[src/rtl/fir_pkg.sv]
// fir_pkg: shared constants for the 7-tap systolic FIR slice.
// Coefficients are the array's fixed tap weights; COEF_SUM is the DC gain.
package fir_pkg;

   localparam int FIR_DATA_W     = 32'sd32;
   localparam int FIR_FIFO_DEPTH = 32'sd8;
   localparam int FIR_TAPS       = 32'sd7;

   localparam int W0 = 32'sd4;
   localparam int W1 = 32'sd18;
   localparam int W2 = 32'sd47;
   localparam int W3 = 32'sd62;
   localparam int W4 = 32'sd47;
   localparam int W5 = 32'sd18;
   localparam int W6 = 32'sd4;

   localparam int COEF_SUM = W0 + W1 + W2 + W3 + W4 + W5 + W6;

   // Tap weight lookup by index; out-of-range taps weigh zero.
   function automatic int fir_coef(input int k);
      case (k)
         32'sd0:  return W0;
         32'sd1:  return W1;
         32'sd2:  return W2;
         32'sd3:  return W3;
         32'sd4:  return W4;
         32'sd5:  return W5;
         32'sd6:  return W6;
         default: return 32'sd0;
      endcase
   endfunction

endpackage

[src/rtl/sync_fifo.sv]
// sync_fifo: first-word-fall-through buffer with occupancy count.
// A push into a full FIFO is refused even when a pop frees a slot in the
// same cycle; flush empties the buffer and overrides any transfer.
module sync_fifo
   import fir_pkg::*;
#(
   parameter int  DATA_W = FIR_DATA_W,
   parameter int  DEPTH  = FIR_FIFO_DEPTH,
   localparam int AW     = $clog2(DEPTH)
)(
   input  logic              clk,
   input  logic              rst,
   input  logic              flush,
   input  logic              push,
   input  logic [DATA_W-1:0] wdata,
   input  logic              pop,
   output logic [DATA_W-1:0] rdata,
   output logic              full,
   output logic              empty,
   output logic [AW:0]       level
);

   localparam logic [AW:0] FULL_LVL = (AW+1)'(DEPTH);

   logic [DATA_W-1:0] mem_r [DEPTH];
   logic [AW-1:0]     wr_ptr_r;
   logic [AW-1:0]     rd_ptr_r;
   logic [AW:0]       level_r;
   logic              wr_en_s;
   logic              rd_en_s;

   assign full    = (level_r == FULL_LVL);
   assign empty   = (level_r == {(AW+1){1'b0}});
   assign level   = level_r;
   assign rdata   = mem_r[rd_ptr_r];
   assign wr_en_s = push & ~full & ~flush;
   assign rd_en_s = pop & ~empty & ~flush;

   // Sample storage; contents need no reset because occupancy gates every read.
   always_ff @(posedge clk) begin
      if (wr_en_s) begin
         mem_r[wr_ptr_r] <= wdata;
      end
   end

   // Pointer and occupancy bookkeeping; pointers wrap naturally at a power-of-2 depth.
   always_ff @(posedge clk or negedge rst) begin
      if (!rst) begin
         wr_ptr_r <= {AW{1'b0}};
         rd_ptr_r <= {AW{1'b0}};
         level_r  <= {(AW+1){1'b0}};
      end else if (flush) begin
         wr_ptr_r <= {AW{1'b0}};
         rd_ptr_r <= {AW{1'b0}};
         level_r  <= {(AW+1){1'b0}};
      end else begin
         if (wr_en_s) begin
            wr_ptr_r <= wr_ptr_r + AW'(1);
         end
         if (rd_en_s) begin
            rd_ptr_r <= rd_ptr_r + AW'(1);
         end
         case ({wr_en_s, rd_en_s})
            2'b10:   level_r <= level_r + (AW+1)'(1);
            2'b01:   level_r <= level_r - (AW+1)'(1);
            default: level_r <= level_r;
         endcase
      end
   end

endmodule

[src/rtl/fir_sample_feeder.sv]
// fir_sample_feeder: buffers the input stream and meters one sample per
// SPACING-cycle slot into the counter-flowing systolic FIR array. Each
// injected sample carries a tag that travels alongside the array latency so
// only genuine filter responses are presented downstream.
module fir_sample_feeder
   import fir_pkg::*;
#(
   parameter int  DATA_W         = FIR_DATA_W,
   parameter int  FIFO_DEPTH     = FIR_FIFO_DEPTH,
   parameter int  SPACING        = 2,
   parameter int  FILTER_LATENCY = 1,
   localparam int LVL_W          = $clog2(FIFO_DEPTH) + 1
)(
   input  logic              clk,
   input  logic              rst,
   input  logic [DATA_W-1:0] s_data,
   input  logic              s_valid,
   output logic              s_ready,
   input  logic              flush,
   output logic [DATA_W-1:0] original,
   input  logic [DATA_W-1:0] filtered,
   output logic [DATA_W-1:0] m_data,
   output logic              m_valid,
   output logic [LVL_W-1:0]  level
);

   localparam int              PH_W    = (SPACING > 1) ? $clog2(SPACING) : 1;
   localparam logic [PH_W-1:0] PH_LAST = PH_W'(SPACING - 1);

   logic [PH_W-1:0]         phase_r;
   // tag_r[0] is loaded on the injection edge, alongside original; the
   // extra stage covers the cycle the array needs to see the new original
   // before its registered result appears on filtered.
   logic [FILTER_LATENCY:0] tag_r;
   logic [DATA_W-1:0]       head_s;
   logic                    empty_s;
   logic                    full_s;
   logic                    slot_s;
   logic                    pop_s;
   logic                    push_s;

   assign slot_s  = (phase_r == {PH_W{1'b0}});
   assign pop_s   = slot_s & ~empty_s & ~flush;
   assign push_s  = s_valid & ~full_s;
   assign s_ready = ~full_s;

   sync_fifo #(
      .DATA_W (DATA_W),
      .DEPTH  (FIFO_DEPTH)
   ) u_fifo (
      .clk   (clk),
      .rst   (rst),
      .flush (flush),
      .push  (push_s),
      .wdata (s_data),
      .pop   (pop_s),
      .rdata (head_s),
      .full  (full_s),
      .empty (empty_s),
      .level (level)
   );

   // Free-running slot phase; never stalls so the systolic spacing holds.
   always_ff @(posedge clk or negedge rst) begin
      if (!rst) begin
         phase_r <= {PH_W{1'b0}};
      end else if (flush) begin
         phase_r <= {PH_W{1'b0}};
      end else if (phase_r == PH_LAST) begin
         phase_r <= {PH_W{1'b0}};
      end else begin
         phase_r <= phase_r + PH_W'(1);
      end
   end

   // Slot injection: head sample on a populated phase-0 slot, zero otherwise.
   always_ff @(posedge clk or negedge rst) begin
      if (!rst) begin
         original <= {DATA_W{1'b0}};
      end else if (flush) begin
         original <= {DATA_W{1'b0}};
      end else if (pop_s) begin
         original <= head_s;
      end else begin
         original <= {DATA_W{1'b0}};
      end
   end

   // Tag line and output capture: take filtered when a tag reaches the end.
   always_ff @(posedge clk or negedge rst) begin
      if (!rst) begin
         tag_r   <= {(FILTER_LATENCY+1){1'b0}};
         m_data  <= {DATA_W{1'b0}};
         m_valid <= 1'b0;
      end else if (flush) begin
         tag_r   <= {(FILTER_LATENCY+1){1'b0}};
         m_valid <= 1'b0;
      end else begin
         tag_r <= {tag_r[FILTER_LATENCY-1:0], pop_s};
         if (tag_r[FILTER_LATENCY]) begin
            m_data  <= filtered;
            m_valid <= 1'b1;
         end else begin
            m_valid <= 1'b0;
         end
      end
   end

endmodule

[config.mk]
export PLATFORM = sky130hd
export DESIGN_NAME = fir_sample_feeder
export DESIGN_NICKNAME = d
export VERILOG_FILES = /design/src/rtl/fir_pkg.sv /design/src/rtl/sync_fifo.sv /design/src/rtl/fir_sample_feeder.sv
export SDC_FILE = /design/constraint.sdc
export NUM_CORES = 1
export LEC_CHECK = 0
export ABC_AREA = 1
export ABC_CLOCK_PERIOD_IN_PS = 4400
export CAP_MARGIN = 10
export CORE_MARGIN = 10
export CORE_UTILIZATION = 35
export CTS_CLUSTER_SIZE = 28
export DETAILED_ROUTE_END_ITERATION = 6
export GPL_TIMING_DRIVEN = 0
export PLACE_DENSITY = 0.57
export SLEW_MARGIN = 20
export SYNTH_ARGS = -nofsm -noshare
export SYNTH_HDL_FRONTEND = slang
export SYNTH_SLANG_ARGS = --single-unit
[constraint.sdc]
create_clock -name clk -period 4.4 [get_ports clk]
set_input_delay 0.66 -clock clk [delete_from_list [all_inputs] [get_ports clk]]
set_output_delay 0.66 -clock clk [all_outputs]
set_load 0.005 [all_outputs]
======== Word-level counts from Yosys, hierarchy flattened ========
Memories as Yosys holds them, arrays and structs flattened.
Index checks and enable logic that the tools add are counted.
storage, ports and cells
  bits in registers ....................... 78
  RAM bits ................................ 256
  memories ................................ 1
  output and inout port bits .............. 70
  word-level logic and storage cells ...... 48
memories
  name          depth  width  rd ports  clocked after memory_dff  wr ports  line             text
  u_fifo.mem_r  8      32     1         0                         1         sync_fifo.sv:25  logic [DATA_W-1:0] mem_r [DEPTH];
cells by class
  reduce and logical (&&, ||, !) cells .... 5
  bitwise operators ....................... 11
  equal/unequal tests ..................... 3
  $add $sub $neg .......................... 5
  multiplexer cells ....................... 15
operator list
  kind                 number
  $mux 32              2
  $mux 3               4
  $pmux 4 s2           1
  $and 1x1->1          7
  $add 3x1->3 const B  2
  $mux 1               6
  $add 4x1->4 const B  1
  $eq 4x4->1 const B   1
  $logic_not 4->1      1
  $mux 4               1
  $not 1->1            4
  $reduce_bool 2->1    2
  $sub 4x1->4 const B  1
  $reduce_bool 3->1    1
  $eq 2x1->1 const B   1
  $eq 2x2->1 const B   1
  $mux 2               1
  $reduce_and 2->1     1
  $add 1x1->1 const B  1

======== Depth between registers and ports, before layout ========
Gate-level depths: netlist (run 1).
  depth in word-level cells ............... 9
  depth in mapped cells ................... 14
  mapped depth without buffers ............ 14

======== Hierarchy ========
Synthesis (run 1) repeated with hierarchy kept, for this count alone.
second synthesis, totals
  cell total of the unflattened synthesis .. 1100
  area total of the unflattened synthesis .. 13176.4 um2
modules (own cells, without submodules)
  module             cells an instance  area an instance (um2)  instances
  sync_fifo          847                10674.0                 1
  fir_sample_feeder  253                2502.4                  1

======== Worst setup path after synthesis (run 1) ========
Ideal clock, no wire load.
  path kind ............................... input to register
  start point ............................. input port s_valid
  end point ............................... memory u_fifo.mem_r[0][0] (netlist name), enable pin
  path slack .............................. 1.583 ns
  stages .................................. 4
  buffers on the path ..................... 0
  arrival ................................. 2.396 ns
  cells stage by stage .................... nand2_2 nor2_1 nand2_1 nor2_1
on the way
  longest elaborated chain between the ends .. 5
ends and longest elaborated chain
  element                       line                     text
  start: declaration            fir_sample_feeder.sv:17  input logic s_valid,
  $and 1x1->1                   fir_sample_feeder.sv:44  assign push_s = s_valid & ~full_s;
  $and 1x1->1 (2 in a row)      sync_fifo.sv:36          assign wr_en_s = push & ~full & ~flush;
  $mux 1                        sync_fifo.sv:41          if (wr_en_s) begin
  $mux 1 (not written as such)  sync_fifo.sv:42          mem_r[wr_ptr_r] <= wdata;
  end: declaration              sync_fifo.sv:25
Every way passes these cells.

======== Worst setup path in the final report (run 1) ========
  start point ............................. input port flush
  end point ............................... memory u_fifo.mem_r[1][15] (netlist name), enable pin
on the way
  longest elaborated chain between the ends .. 4
ends and longest elaborated chain
  element                       line                     text
  start: declaration            fir_sample_feeder.sv:19  input logic flush,
  $not 1->1 (no source line)    --
  $and 1x1->1                   sync_fifo.sv:36
  $mux 1                        sync_fifo.sv:41
  $mux 1 (not written as such)  sync_fifo.sv:42
Every way passes these cells.

==> results.json, run 1 <==
{
  "status": "finished, final reports clean",
  "io_buffers": 137,
  "clkSlewWorstSetupHoldPaths_ns": 0.06,
  "grt_start_max_net_pins": 59,
  "wl_met2_um": 15800,
  "cp_data_required_time_ns": 4.62,
  "hold_end": "tag_r[1]",
  "power.share.switching_pct": 31.7,
  "cpPeakStageDelay_ns": 0.65,
  "synthArstFlopShare_pct": 23.4,
  "clock_path_buffers": 3,
  "fill_cells": 3364,
  "slew_violations": 0,
  "cap_violations": 0,
  "yosys.area.top_type": "edfxtp_1",
  "rsz0062_at_grt": "false",
  "powerDensity_nw_per_um2": 593,
  "seqCellArea_um2": 9640,
  "io_pins": 138,
  "grt_pass1_vias": 8149,
  "row_count": 70,
  "max_slew.worst_pin.slew_ns": 0.762,
  "root_buffer": "clkbuf_16",
  "n_antenna_cell": 0,
  "drtAntennaViolNets": 0,
  "drt-met1-wl_um": 15200,
  "p_int_mw": 6.57,
  "netlist_instances": 932,
  "multiInputGateArea_um2": 2950,
  "vdd_drop_max_v": 0.000310,
  "fin_cells": 1612,
  "ys_warn_count": 0,
  "endpoint_kind": "flop",
  "synthDominantCellAreaShare_pct": 59.7,
  "fin_setup_tns_ns": 0,
  "drc": 0,
  "syn-num-nets": 1004,
  "cp_data_arrival_time_ns": 2.74,
  "ys_types": 29,
  "fin_crit_sh_pct": 57.2,
  "grt_pass1_wl_um": 51000,
  "htree_levels": 2,
  "holdCritStartpoint": "tag_r[0]",
  "grt_util_all_layers_pct": 14.9,
  "layout-drive-gt1-share_pct": 13.6,
  "syn-cell-area_um2": 12900,
  "post-cts-setup-buffer-count": 0,
  "whs_ns": 0.469,
  "fin_skew_ns": 0.0107,
  "seq_area_frac_synth_pct": 74.9,
  "cts_tree": "yes",
  "worstSetupPathType": "in -> reg",
  "ff2ff_path_depth": 8,
  "nNetsFinal": 1189,
  "ys_seq_elements": 334,
  "p_comb_share_pct": 30.5,
  "grt_remaining_overflow": 0,
  "placed_cell_area_um2": 15100,
  "synth_ff_type": "edfxtp_1",
  "yosys-top-cells-count": "256 x edfxtp_1, 144 x nor2_1, 131 x o21ai_0",
  "routed-via-count": 8169,
  "die_h_um": 212,
  "total_leakage_power_nw": 5.77,
  "dr.pass1.iters": 5,
  "area_growth_pct": 25.9,
  "r2r_end": "u_fifo.mem_r[1][15]",
  "numCtsBuffers": 36,
  "crit_slowest_cell": "nor2_4",
  "antenna_found_initial": 3,
  "rrSetupSlack_ns": 1.94,
  "synth_edf_count": 256,
  "cp_max_fo": 17,
  "gp_congestion": 0.753,
  "startpoint_type": "input port",
  "postLayoutCoreUtil_pct": 44.5,
  "regToRegStartpoint": "u_fifo.level[3]",
  "synth_area_per_cell_um2": 13.8,
  "max_freq_ghz": 0.397,
  "core_area_um2": 36400,
  "synth_most_common_cell": "edfxtp_1",
  "start_util_pct": 35.3,
  "die_x_um": 212,
  "pwr-share-clk_pct": 29.0,
  "seq_power_share_pct": 40.5,
  "switching_power_mw": 3.04,
  "maxSlewHeadroom_pct": 49.2,
  "fin_crit_ns": 2.52,
  "insertion_delay_ns": 0.52,
  "min_path_type": "reg -> reg",
  "drt_iter0_markers": 796,
  "min_path_cells": 2,
  "clock_sinks": 334,
  "wl_met3_um": 2600,
  "finalHoldViolations": 0,
  "post-place-cells": 1546,
  "top_layer_used": "met5",
  "finalSetupViolations": 0,
  "dieArea_um2": 44900,
  "totalWireLength_um": 34200,
  "netlist_top_cells_area": "edfxtp_1 60%, dfrtp_1 15%, o21ai_0 5.1%, nor2_1 4.2%, nand2_1 3.6%",
  "via_per_inst": 5.07,
  "wire_per_inst_um": 21.2,
  "path_cells": "clkdlybuf4s50_1 -> nor2_1 -> nand2_1 -> nor2_4 -> buf_16",
  "final_area_um2": 16200,
  "dp_hpwl_um": 22000
}
## power by group through the flow
stage	registers, mW	logic [mW]	clock network, mW
detailed placement	3.96	2.96	0
global placement	3.96	2.90	0
CTS	3.90	2.97	2.84
floorplan	3.98	1.49	0
finish	3.89	2.93	2.78
global route	3.93	3.21	2.98
## worst max-delay path by stage
stage                       start                   to  slack [ns]  depth (start not counted)
after floorplan           s_valid   u_fifo.mem_r[0][0]        1.58                          4
after global placement        rst         original[23]       -0.67                          1
after detailed placement    flush  u_fifo.mem_r[1][15]        1.28                          5
after CTS                   flush  u_fifo.mem_r[1][12]        1.82                          5
after global routing        flush  u_fifo.mem_r[1][22]        1.77                          5
final                       flush  u_fifo.mem_r[1][15]        1.88                          5
## cell type report
class	instances	area share, %
Sequential cell	334	59.5
Multi-Input combinational cell	521	18.2
Timing Repair Buffer	147	9.97
Clock buffer	57	6.30
Tap cell	468	3.61
Buffer	57	1.67
Inverter	20	0.463
Clock inverter	8	0.309
## state kept, by name, indices dropped and copies added, names as in the netlist
signal	flops
phase_r	1
tag_r	2
u_fifo.rd_ptr_r	3
u_fifo.wr_ptr_r	3
u_fifo.level	4
u_fifo.mem_r	256
m_data	32
original	32
m_valid	1
## stage by stage
stage | setup slack, ns | power, mW
2_1_floorplan | 1.58 | 5.47
3_3_place_gp | -0.670 | 6.86
3_5_place_dp | 1.28 | 6.92
4_1_cts | 1.82 | 9.71
5_1_grt | 1.77 | 10.1
6_report | 1.88 | 9.61
## repair_timing
action,in CTS,in global routing
setup endpoints to repair,0,0
resized for setup,0,0
hold buffers,1,0
hold endpoints to repair,1,0
## critical path: cells and delay by family
kind | cells | cell delay [ns]
buffers and inverters | 2 | 0.86
and+or+nand+nor | 3 | 1.19
## cell usage in the layout (no fill, tap or decap), drive strengths merged, types with 7 or more instances in the layout
cell	n
buf	33
nand2	127
clkinv	7
o221a	64
nor3	32
nand3	7
nor2	146
o21ai	134
edfxtp	256
clkbuf	91
inv	21
dfrtp	78
clkdlybuf4s50	136
## cells by family after synthesis
kind of cell	Yosys count	share of synthesized area, %
buffers and inverters	77	2.68
DFF	334	74.9
AOI/OAI and AO/OA	204	11.2
adders and majority gates	4	0.389
and+or+nand+nor	313	10.9
## per-layer routing
metal  vias to the layer above  GRT usage (%)
li1                       3780              -
met1                      4061           19.9
met2                       279           24.0
met3                        43           3.86
met4                         6           3.35
met5                         -              0
No activity file was read; power rests on OpenSTA's default activity.
==> inputs of run 2 (changes only) <==
- ABC_CLOCK_PERIOD_IN_PS: 4400 -> 2500
- clock period: 4.4 -> 2.5 ns (I/O delays scaled with it)
==> results.json, run 2 (same netlist as run 1, synthesis figures left out) <==
{
  "postLayoutCoreUtil_pct": 45.0,
  "die_x_um": 212,
  "layout-drive-gt1-share_pct": 14.8,
  "min_path_type": "in -> async",
  "crit_slowest_cell": "nor2_4",
  "max_slew.worst_pin.slew_ns": 0.765,
  "max_freq_ghz": 0.443,
  "powerDensity_nw_per_um2": 1030,
  "placed_cell_area_um2": 15100,
  "pre_cts_slack_ns": -0.332,
  "io_buffers": 137,
  "slew_violations": 0,
  "top_regs": "u_fifo.mem_r x256, m_data x32, original x32",
  "nNetsFinal": 1203,
  "cpPeakStageDelay_ns": 0.47,
  "total_power_mw": 16.9,
  "clock_sinks": 334,
  "io_pins": 138,
  "n_antenna_cell": 0,
  "gp_congestion": 0.753,
  "routed-via-count": 8241,
  "whs_ns": 0.279,
  "start_util_pct": 35.3,
  "vdd_drop_max_v": 0.000542,
  "clkSlewWorstSetupHoldPaths_ns": 0.06,
  "htree_levels": 2,
  "maxSlewHeadroom_pct": 49.0,
  "finalSetupViolations": 0,
  "grt_remaining_overflow": 0,
  "final_cell_mix": "256 x edfxtp_1, 136 x nor2_1, 136 x clkdlybuf4s50_1, 131 x o21ai_0, 121 x nand2_1",
  "largest_reg_flops": 256,
  "cap_violations": 0,
  "row_count": 70,
  "antenna_found_initial": 3,
  "fin_skew_ns": 0.0122,
  "wire_per_inst_um": 21.1,
  "clock_path_buffers": 3,
  "path_cells": "inv_1 -> nor2_1 -> nand2_2 -> nand2_2 -> nor2_1 -> nand2_2 -> nor2_4 -> buf_12",
  "endpoint_kind": "flop",
  "fin_setup_tns_ns": 0,
  "rsz0062_at_grt": "false",
  "layout_setup_ws_ns": 0.241,
  "cp_max_fo": 19,
  "dieArea_um2": 44900,
  "area_growth_pct": 27.4,
  "insertion_delay_ns": 0.52,
  "startpoint_type": "flop",
  "crit_top_cell": "nand2_2",
  "numCtsBuffers": 36,
  "cp_data_required_time_ns": 2.72,
  "mostFrequentLayoutCell": "edfxtp_1",
  "core_area_um2": 36400,
  "drtAntennaViolNets": 0,
  "total_leakage_power_nw": 5.87,
  "grt_start_max_net_pins": 59,
  "drt_iter0_markers": 817,
  "grt_util_all_layers_pct": 14.9,
  "dp_hpwl_um": 22000,
  "top_register": "u_fifo.mem_r",
  "fin_crit_sh_pct": 90.3,
  "totalWireLength_um": 34300,
  "fin_cells": 1626,
  "status": "finished, final reports clean",
  "cts_tree": "yes",
  "fin_crit_ns": 2.26,
  "worstSetupPathType": "reg -> reg",
  "via_per_inst": 5.07,
  "grt_pass1_vias": 8162,
  "root_buffer": "clkbuf_16",
  "die_h_um": 212,
  "drc": 0,
  "post-place-cells": 1546,
  "final_area_um2": 16400,
  "cp_data_arrival_time_ns": 2.47,
  "finalHoldViolations": 0,
  "dr.pass1.iters": 5,
  "grt_pass1_wl_um": 51100
}
## run 2: changes by cell type in the layout (fill, tap and decap cells not counted)
cell     before  now
buf_4         9   16
buf_12        2    9
nand2_2       4    5
nand2_1     122  121
## run 2: where the power goes
group	switching [mW]	leakage [nW]	total (mW)	internal, mW
combinational	3.02	2.02	5.19	2.17
clock	2.07	0.522	4.88	2.81
sequential	0.261	3.33	6.86	6.59
## run 2: cell type report
cell class | instances | area, µm²
timing repair buffer | 161 | 1810
tap | 468 | 586
multi-input combinational | 521 | 2950
fill | 3339 | 20000
buffer | 57 | 270
clock inverter | 8 | 50.0
inverter | 20 | 75.1
sequential | 334 | 9640
clock buffer | 57 | 1020
## run 2: what timing repair did
action	CTS	global route
pin swaps	1	6
gates resized for setup	0	1
setup buffers	3	11
setup endpoints to repair	16	90
gates cloned	0	0
hold buffers	1	0
endpoints found under the hold margin	20	0
## run 2: worst paths after layout
check                      slack [ns]            start  cells after the start             endpoint
max                              0.24  u_fifo.level[3]                      8  u_fifo.mem_r[3][17]
max reg2reg                      0.24  u_fifo.level[3]                      8  u_fifo.mem_r[3][17]
min                              0.28              rst                      2           m_data[22]
min reg2reg                      0.47         tag_r[0]                      2             tag_r[1]
min in group clk                 0.40      filtered[1]                      3            m_data[1]
max in group asynchronous        1.64              rst                      3           m_data[10]
## run 2: per-layer routing
layer	share of wire, %	track usage, %
met1	45	19.9
met2	46	24.0
met3	7.4	3.86
met4	1.5	3.35
met5	0.13	0
## run 2: worst max-delay path, delay by kind of cell (launching register included)
kind          cells  cell delay [ns]
buf+inv           2             0.37
flops             1             0.43
simple gates      6             1.15
==> inputs of run 3 (changes only) <==
- SLEW_MARGIN: 20 -> 30
==> results.json, run 3 (same netlist as run 1, synthesis figures left out) <==
{
  "min_path_type": "in -> async",
  "fin_crit_sh_pct": 91.2,
  "seq_power_share_pct": 40.2,
  "top_register": "u_fifo.mem_r",
  "grt_util_all_layers_pct": 15.0,
  "fin_skew_ns": 0.0190,
  "wl_met3_um": 2730,
  "pwr-share-clk_pct": 29.6,
  "wire_per_inst_um": 21.0,
  "grt_remaining_overflow": 0,
  "dp_hpwl_um": 22300,
  "core_area_um2": 36400,
  "cts_tree": "yes",
  "start_util_pct": 35.3,
  "dieArea_um2": 44900,
  "drt-met1-wl_um": 15100,
  "max_slew.worst_pin.slew_ns": 0.762,
  "final_cell_mix": "256 x edfxtp_1, 136 x nor2_1, 136 x clkdlybuf4s50_1, 131 x o21ai_0, 122 x nand2_1",
  "n_antenna_cell": 0,
  "startpoint_type": "flop",
  "placed_cell_area_um2": 15300,
  "clock_path_buffers": 3,
  "vdd_drop_max_v": 0.000524,
  "final_area_um2": 16500,
  "finalHoldViolations": 0,
  "nNetsFinal": 1199,
  "gp_congestion": 0.753,
  "status": "finished, final reports clean",
  "grt_start_max_net_pins": 59,
  "cap_violations": 0,
  "grt_pass1_vias": 8297,
  "finalSetupViolations": 0,
  "total_power_mw": 17.1,
  "die_x_um": 212,
  "routed-via-count": 8206,
  "total_leakage_power_nw": 5.89,
  "endpoint_kind": "flop",
  "cp_data_required_time_ns": 2.72,
  "p_int_mw": 11.7,
  "die_h_um": 212,
  "insertion_delay_ns": 0.52,
  "io_buffers": 137,
  "wl_met2_um": 15800,
  "drtAntennaViolNets": 0,
  "cts_resized": 0,
  "dr.pass1.iters": 4,
  "power.share.switching_pct": 31.6,
  "htree_levels": 2,
  "maxSlewHeadroom_pct": 49.2,
  "io_pins": 138,
  "mostFrequentLayoutCell": "edfxtp_1",
  "area_growth_pct": 28.1,
  "max_freq_ghz": 0.439,
  "fin_crit_ns": 2.28,
  "antenna_found_initial": 3,
  "row_count": 70,
  "numCtsBuffers": 37,
  "largest_reg_flops": 256,
  "clkSlewWorstSetupHoldPaths_ns": 0.06,
  "cp_max_fo": 13,
  "root_buffer": "clkbuf_16",
  "totalWireLength_um": 34100,
  "slew_violations": 0,
  "p_comb_share_pct": 30.2,
  "worstSetupPathType": "reg -> reg",
  "powerDensity_nw_per_um2": 1040,
  "via_per_inst": 5.05,
  "layout-drive-gt1-share_pct": 14.6,
  "switching_power_mw": 5.39,
  "top_regs": "u_fifo.mem_r x256, m_data x32, original x32",
  "cp_data_arrival_time_ns": 2.50,
  "clock_sinks": 334,
  "layout_setup_ws_ns": 0.220,
  "grt_pass1_wl_um": 51300,
  "top_layer_used": "met5",
  "pre_cts_slack_ns": -0.270,
  "drt_iter0_markers": 771,
  "drc": 0,
  "rsz0062_at_grt": "false"
}
## run 3: cell types whose count changed in the layout (fill, tap and decap cells not counted), moves of 2 or more
cell and delta:
buf_4 -6, buf_8 +2, clkinv_1 +7, buf_12 -9, clkbuf_1 -8, buf_16 +8, clkinv_8 +2
## run 3: cell type report
type / instances / area [µm²]
fillers: 3321 / 19900
flip-flops and latches: 334 / 9640
multi-input cells: 521 / 2950
repair buffers: 156 / 1830
clock buffers: 49 / 991
well taps: 468 / 586
plain buffers: 57 / 270
clock inverters: 19 / 143
inverters: 20 / 75.1
## run 3: worst paths after layout
| check | cells past startpoint | from | endpoint | slack, ns |
|---|---|---|---|---|
| max | 8 | u_fifo.level[3] | u_fifo.mem_r[0][21] | 0.22 |
| min | 2 | rst | m_data[22] | 0.28 |
| max reg2reg | 8 | u_fifo.level[3] | u_fifo.mem_r[0][21] | 0.22 |
| min reg2reg | 2 | tag_r[0] | tag_r[1] | 0.46 |
| max in group asynchronous | 3 | rst | original[26] | 1.65 |
| min in group clk | 3 | filtered[26] | m_data[26] | 0.39 |
## run 3: critical path: stages, from the launching register on
cell,delay (ns)
dfrtp_1,0.43
inv_1,0.10
nor2_1,0.05
nand2_2,0.11
nand2_2,0.12
nor2_1,0.19
nand2_1,0.29
nor2_4,0.46
buf_16,0.21
## run 3: per-stage QoR
stage | instances | hold WS, ns | setup TNS (ns) | utilization [%]
after floorplan | 932 | 0.0794 | -68.77 | -
final | 1624 | 0.282 | 0 | 45.2
after CTS | 1623 | 0.279 | 0 | 45.2
after global routing | 1624 | 0.317 | 0 | 45.2
after detailed placement | 1554 | 0.254 | -6.64 | 42.1
after global placement | 1537 | 0.439 | -714.26 | 40.7
## run 3: timing repair
action | CTS | global route
hold buffers | 1 | 0
buffers inserted | 0 | 1
endpoints found under the setup margin | 0 | 9
hold endpoints to repair | 20 | 0
## run 3: power groups by stage
stage | Sequential [mW] | Clock, mW | Combinational (mW)
6_report | 6.87 | 5.05 | 5.16
5_1_grt | 6.93 | 5.41 | 5.68
4_1_cts | 6.87 | 5.17 | 5.25
3_5_place_dp | 6.97 | 0 | 5.22
3_3_place_gp | 6.97 | 0 | 5.10
2_1_floorplan | 7.01 | 0 | 2.62
## run 3: layer usage
| metal | vias up | GRT usage (%) |
|---|---|---|
| met3 | 41 | 3.62 |
| met1 | 4053 | 20.0 |
| met2 | 294 | 24.1 |
| met5 | - | 0 |
| met4 | 6 | 3.47 |
| li1 | 3812 | - |
